--- src/rtl/interface_hcsr04_param_pkg.sv ---
// interface_hcsr04_param_pkg: state codes and µs-to-clock conversion shared by the HC-SR04 interface
package interface_hcsr04_param_pkg;
  typedef enum logic [3:0] {
    INICIAL        = 4'd0,
    PREPARACAO     = 4'd1,
    ENVIA_TRIGGER  = 4'd2,
    ESPERA_ECHO    = 4'd3,
    MEDIDA         = 4'd4,
    ARMAZENAMENTO  = 4'd5,
    FINAL_MEDIDA   = 4'd6,
    ERRO           = 4'd7,
    ESPERA_PERIODO = 4'd8
  } estado_t;
  function automatic int us_para_clk(input int clk_hz, input int us);
    return clk_hz / 1_000_000 * us;
  endfunction
endpackage

--- src/rtl/interface_hcsr04_param_contador_bcd_sat.sv ---
// contador_bcd_sat: DIGITS-wide cascaded BCD counter saturating at all 9s; ports clock, limpa (sync clear), habilita -> valor, soma (saturating next value), maximo
module contador_bcd_sat #(
  parameter int DIGITS = 3
) (
  input  logic                clock,
  input  logic                limpa,
  input  logic                habilita,
  output logic [4*DIGITS-1:0] valor,
  output logic [4*DIGITS-1:0] soma,
  output logic                maximo
);
  logic [DIGITS:0] vai;
  assign vai[0] = 1'b1;
  assign maximo = vai[DIGITS];
  for (genvar g = 0; g < DIGITS; g++) begin : g_dig
    assign vai[g+1] = vai[g] && valor[4*g+:4] == 4'h9;
    assign soma[4*g+:4] = (maximo || !vai[g]) ? valor[4*g+:4] :
                          (valor[4*g+:4] == 4'h9) ? 4'h0 : valor[4*g+:4] + 4'h1;
  end
  always_ff @(posedge clock)
    valor <= limpa ? '0 : habilita ? soma : valor;
endmodule

--- src/rtl/interface_hcsr04_param.sv ---
// interface_hcsr04_param: HC-SR04 trigger/echo timer giving rounded saturating BCD cm with timeout and continuous mode; ports clock, reset, medir, continuo, echo -> trigger, medida, pronto, timeout, db_estado; define ECHO_SYNC_EN for a 2-flop echo synchronizer
module interface_hcsr04_param
  import interface_hcsr04_param_pkg::*;
#(
  parameter int CLK_HZ     = 50_000_000,
  parameter int TRIGGER_US = 10,
  parameter int TIMEOUT_US = 30_000,
  parameter int PERIOD_US  = 100_000,
  parameter int CM_TICKS   = 2941,
  parameter int DIGITS     = 3
) (
  input  logic                clock,
  input  logic                reset,
  input  logic                medir,
  input  logic                continuo,
  input  logic                echo,
  output logic                trigger,
  output logic [4*DIGITS-1:0] medida,
  output logic                pronto,
  output logic                timeout,
  output logic [3:0]          db_estado
);
  localparam int TRIG_CLK = us_para_clk(CLK_HZ, TRIGGER_US);
  localparam int TO_CLK   = us_para_clk(CLK_HZ, TIMEOUT_US);
  localparam int PER_CLK  = us_para_clk(CLK_HZ, PERIOD_US);
  localparam int TW = $clog2((TO_CLK > TRIG_CLK ? TO_CLK : TRIG_CLK) + 1);
  localparam int KW = $clog2(CM_TICKS + 1);
  localparam int PW = $clog2(PER_CLK + 1);
  localparam logic [TW-1:0] TRIG_FIM  = TW'(TRIG_CLK - 1);
  localparam logic [TW-1:0] TO_FIM    = TW'(TO_CLK - 1);
  localparam logic [KW-1:0] TICK_FIM  = KW'(CM_TICKS - 1);
  localparam logic [KW-1:0] TICK_MEIO = KW'(CM_TICKS / 2);
  localparam logic [PW-1:0] PER_FIM   = PW'(PER_CLK - 2);
  localparam logic [PW-1:0] PER_MAX   = PW'(PER_CLK);
  estado_t             estado, proximo;
  logic                eco, maximo, timeout_r, conta_cm, limpa;
  logic [TW-1:0]       tempo;
  logic [KW-1:0]       tick;
  logic [PW-1:0]       periodo;
  logic [4*DIGITS-1:0] valor, soma, medida_r;
`ifdef ECHO_SYNC_EN
  logic [1:0] eco_sinc;
  always_ff @(posedge clock)
    eco_sinc <= reset ? 2'b00 : {eco_sinc[0], echo};
  assign eco = eco_sinc[1];
`else
  assign eco = echo;
`endif
  always_ff @(posedge clock)
    estado <= reset ? INICIAL : proximo;
  // PER_FIM is two short of the period: preparacao and the trigger's first cycle follow
  always_comb begin
    proximo = INICIAL;
    case (estado)
      INICIAL:        proximo = (medir || continuo) ? PREPARACAO : INICIAL;
      PREPARACAO:     proximo = ENVIA_TRIGGER;
      ENVIA_TRIGGER:  proximo = (tempo == TRIG_FIM) ? ESPERA_ECHO : ENVIA_TRIGGER;
      ESPERA_ECHO:    proximo = eco ? MEDIDA : (tempo == TO_FIM) ? ERRO : ESPERA_ECHO;
      MEDIDA:         proximo = !eco ? ARMAZENAMENTO : (tempo == TO_FIM) ? ERRO : MEDIDA;
      ARMAZENAMENTO:  proximo = FINAL_MEDIDA;
      FINAL_MEDIDA,
      ERRO:           proximo = continuo ? ESPERA_PERIODO : INICIAL;
      ESPERA_PERIODO: proximo = !continuo ? INICIAL : (periodo >= PER_FIM) ? PREPARACAO : ESPERA_PERIODO;
      default:        proximo = INICIAL;
    endcase
  end
  always_comb begin
    trigger   = estado == ENVIA_TRIGGER;
    pronto    = estado == FINAL_MEDIDA || estado == ERRO;
    timeout   = timeout_r || estado == ERRO;
    medida    = medida_r;
    db_estado = estado;
  end
  // medida counts its exit cycle too, so the measured width equals the echo-high width
  always_ff @(posedge clock) begin
    if (reset) begin
      tempo     <= '0;
      tick      <= '0;
      periodo   <= '0;
      medida_r  <= '0;
      timeout_r <= 1'b0;
    end else begin
      tempo   <= (estado != proximo) ? '0 : tempo + 1'b1;
      tick    <= (estado == PREPARACAO) ? '0 :
                 (estado == MEDIDA) ? ((tick == TICK_FIM) ? '0 : tick + 1'b1) : tick;
      periodo <= (estado == PREPARACAO) ? '0 :
                 (estado == INICIAL || periodo == PER_MAX) ? periodo : periodo + 1'b1;
      if (estado == ARMAZENAMENTO) begin
        medida_r  <= (tick > TICK_MEIO) ? soma : valor;
        timeout_r <= 1'b0;
      end
      if (estado == ERRO)
        timeout_r <= 1'b1;
    end
  end
  assign conta_cm = estado == MEDIDA && tick == TICK_FIM;
  assign limpa    = reset || estado == PREPARACAO;
  contador_bcd_sat #(.DIGITS(DIGITS)) u_bcd (
    .clock    (clock),
    .limpa    (limpa),
    .habilita (conta_cm),
    .valor    (valor),
    .soma     (soma),
    .maximo   (maximo)
  );
endmodule

--- config.mk ---
export PLATFORM = sky130hd
export DESIGN_NAME = interface_hcsr04_param
export DESIGN_NICKNAME = d
export VERILOG_FILES = /design/src/rtl/interface_hcsr04_param_pkg.sv /design/src/rtl/interface_hcsr04_param_contador_bcd_sat.sv /design/src/rtl/interface_hcsr04_param.sv
export SDC_FILE = /design/constraint.sdc
export NUM_CORES = 1
export LEC_CHECK = 0
export ABC_AREA = 1
export BUFFER_PORTS_ARGS = -buffer_cell sky130_fd_sc_hd__buf_2
export CORE_UTILIZATION = 30
export CTS_BUF_LIST = sky130_fd_sc_hd__clkbuf_8 sky130_fd_sc_hd__clkbuf_16
export CTS_CLUSTER_DIAMETER = 50
export CTS_CLUSTER_SIZE = 16
export DETAILED_ROUTE_END_ITERATION = 7
export HOLD_SLACK_MARGIN = 0.02
export PLACE_DENSITY_LB_ADDON = 0.3
export RECOVER_POWER = 25
export SLEW_MARGIN = 20
export SYNTH_ARGS = -nofsm -noshare
export SYNTH_HDL_FRONTEND = slang
export SYNTH_SLANG_ARGS = --single-unit
--- constraint.sdc ---
create_clock -name clock -period 4.61 [get_ports clock]
set_input_delay 1.1525 -clock clock [delete_from_list [all_inputs] [get_ports clock]]
set_output_delay 1.1525 -clock clock [all_outputs]
set_load 0.1 [all_outputs]
==> results.tsv <==
stage	metric	value	unit
timing	fin_crit	3.44	ns
cells_and_area	final_area	0.00546	mm^2
setup_path	path_class	primary input to register	
clock_network	cts_tree	done	
global_route	grt_pass1_wl	18.9	mm
synth	yosysTopAreaCell	dfxtp_1	
clock_network	cts_hold_buf	0	
timing	max_freq	291	MHz
run_status	status	finished, final reports clean	
pwr	p_total	1.72	mW
cells_and_area	diodes	0	
timing	setup_viol	0	
timing	skew	0.00710	ns
global_route	grt_util_met2	22.9	%
worst_hold_path	hold_class	register to register	
timing	slew_viol_final	0	
flow_run	max_cap_viol_count	0	
clock_network	path_clk_slew	0.07	ns
synth	syn_area_per_cell	6.73	um^2
synth	syn_nets	734	
synth	synthArstFlopShare	0	%
place	dp_cells	947	
pwr	pwr_density_cell	316	mW/mm^2
route	routedWlPerCell	11.5	um
die	core	0.0158	mm^2
place	place_congestion	0.883	
route	drtIter0Drc	192	
global_route	antenna_found_initial	0	
global_route	busiest_layer	met2	
place	pre_cts_slack	1.71	ns
cells_and_area	syn2layout_area_growth	12.4	%
route	vias_per_cell	4.54	
clock_network	cts.sinks	85	
setup_path	cp_data_required_time	4.86	ns
synth	ys.warnings.count	0	
cells_and_area	nets	754	
die	dieWidth	129	um
synth	synth_cells	722	
synth	synth_top_area_share	35.0	%
synth	synth_edf_count	0	
clock_network	cts_resized	0	
setup_path	worstSetupStartpointType	primary input	
synth	synth_cell_types	40	
route	ant_nets	0	
clock_network	clock_tree.buffer_depth	2	
setup_path	crit_fanout	23	
clock_network	clk_latency	0.35	ns
place	dp_hpwl	8.02	mm
setup_path	critical_path_arrival	3.69	ns
global_route	grt_usage	14.5	%
timing	rsz0062_at_grt	false	
die	num_rows	46	
pwr	ir_worst_vdd	0.000200	V
timing	setup_tns	0	ns
setup_path	worstSetupEndpointType	register	
clock_network	post_cts_buffers	0	
global_route	use_met3	3.01	%
clock_network	numCtsBuffers	9	
synth	synthFlopType	dfxtp_1	
synth	netlist_area	0.00486	mm^2
global_route	grt_use_met1	19.1	%
timing	fin_ws	1.17	ns
pwr	cellLeakagePower	2.11	nW
synth	synth.area.top_cells	dfxtp_1, nand2_1, inv_1, xor2_1, nor2_1	
clock_network	htreeDepth	3	
die	die_h	129	um
cells_and_area	layout-drive-gt1-share	9.24	%
synth	synth_seq_cells	85	
cells_and_area	fin_cells	963	
route	vias	4374	
global_route	grt_pass1_vias	4009	
place	placed_cell_area	0.00517	mm^2
global_route	grt_max_degree	25	
place	io_buffers	23	
route	drtPass1Iterations	5	
timing	hold_viol_final	0	
die	die_area	0.0167	mm^2
synth	ys_seq_area_share	35.0	%
global_route	grt.overflow.total	0	
clock_network	cts-root-buf	clkbuf_16	
die	ios	24	
die	start_util	30.7	%
route	drt-total-wl	11.1	mm
timing	worst_pin_slew	1.18	ns
timing	fin_crit_sh	74.7	%
route	drt_drc_violations_left	0	
timing	relSlewSlack	21.6	%
[routing by layer]
metal  share of wire [%]  up-vias  routed length (um)
met2                  44       55                4940
met1                  50     1951                5610
met3                 3.4       10                 379
met4                 1.8        0                 195
met5                   0        -                   0
li1                    -     2358                   -
[worst max-delay path, cell delays in order]
cell and delay [ns]:
clkbuf_1 0.31, inv_1 0.14, nand2_1 0.10, clkbuf_1 0.77, inv_1 0.29, nand2_1 0.70
a21oi_1 0.08, o21a_1 0.14
[final timing paths]
| kind | start | end | slack [ns] | cells past startpoint |
|---|---|---|---|---|
| setup / recovery | reset | tick[9]$_SDFFE_PP0P_ | 1.17 | 8 |
| hold / removal | medida[9]$_SDFFE_PP0N_ | medida[9]$_SDFFE_PP0N_ | 0.45 | 2 |
| setup reg to reg | db_estado[2]$_SDFF_PP0_ | tick[9]$_SDFFE_PP0P_ | 1.72 | 8 |
| hold reg to reg | medida[9]$_SDFFE_PP0N_ | medida[9]$_SDFFE_PP0N_ | 0.45 | 2 |
[cell usage in the layout, fill, tap and decap left out, types with 2 or more instances in the layout]
cell type	n
nand2_1	189
inv_1	91
dfxtp_1	85
nor2_1	74
nand3_1	46
a21oi_1	36
xor2_1	33
nor2_2	27
nand4_1	23
o21ai_0	21
nor3_1	13
clkbuf_1	12
buf_2	12
nor4_1	9
o22ai_1	9
xnor2_1	9
clkbuf_16	9
ha_1	7
o211ai_1	6
inv_2	5
nor3b_1	4
nand2_4	3
and3_1	3
inv_6	3
o21bai_1	2
nand3_2	2
bufinv_16	2
[cells by family after synthesis]
family | synth area share, %
adder cells (fa/ha/maj) | 1.80
flip-flops | 35.0
AO/OA/AOI/OAI | 8.89
buffers and inverters | 9.14
XOR/XNOR | 7.57
AND/OR/NAND/NOR | 37.6
[layout make-up]
class	instances	area, um^2
clock buffers	9	225
clock inverters	7	97.6
fillers	1730	10400
inverters	96	363
multi-input cells	526	2700
flip-flops and latches	85	1700
well taps	216	270
repair buffers	24	105
[cells in the mapped netlist, types with 5 or more instances]
| library cell | count |
|---|---|
| a21oi_1 | 35 |
| nand3_1 | 46 |
| nor2_1 | 74 |
| inv_2 | 5 |
| o22ai_1 | 9 |
| inv_1 | 90 |
| nand2_1 | 188 |
| nor4_1 | 8 |
| ha_1 | 7 |
| o211ai_1 | 6 |
| nand4_1 | 23 |
| xor2_1 | 33 |
| xnor2_1 | 9 |
| nor2_2 | 27 |
| nor3_1 | 13 |
| dfxtp_1 | 85 |
| buf_2 | 8 |
| o21ai_0 | 20 |
[stage by stage]
step,utilization (%),hold slack [ns]
after floorplan,-,0.439
after global placement,32.7,0.435
after detailed placement,32.7,0.435
after CTS,34.7,0.452
after global routing,34.5,0.469
final,34.5,0.452
[flip-flops by register name (all words and copies together), names as in the netlist]
register	cells
timeout_r	1
medida	12
tick	12
tempo	21
periodo	23
db_estado	4
u_bcd.valor	12
[report_power, final]
group	internal (mW)	switching, mW
Sequential	0.744	0.0141
Combinational	0.0314	0.143
Clock	0.478	0.313
Total	1.25	0.470
Power figures use the tool's default switching activity.
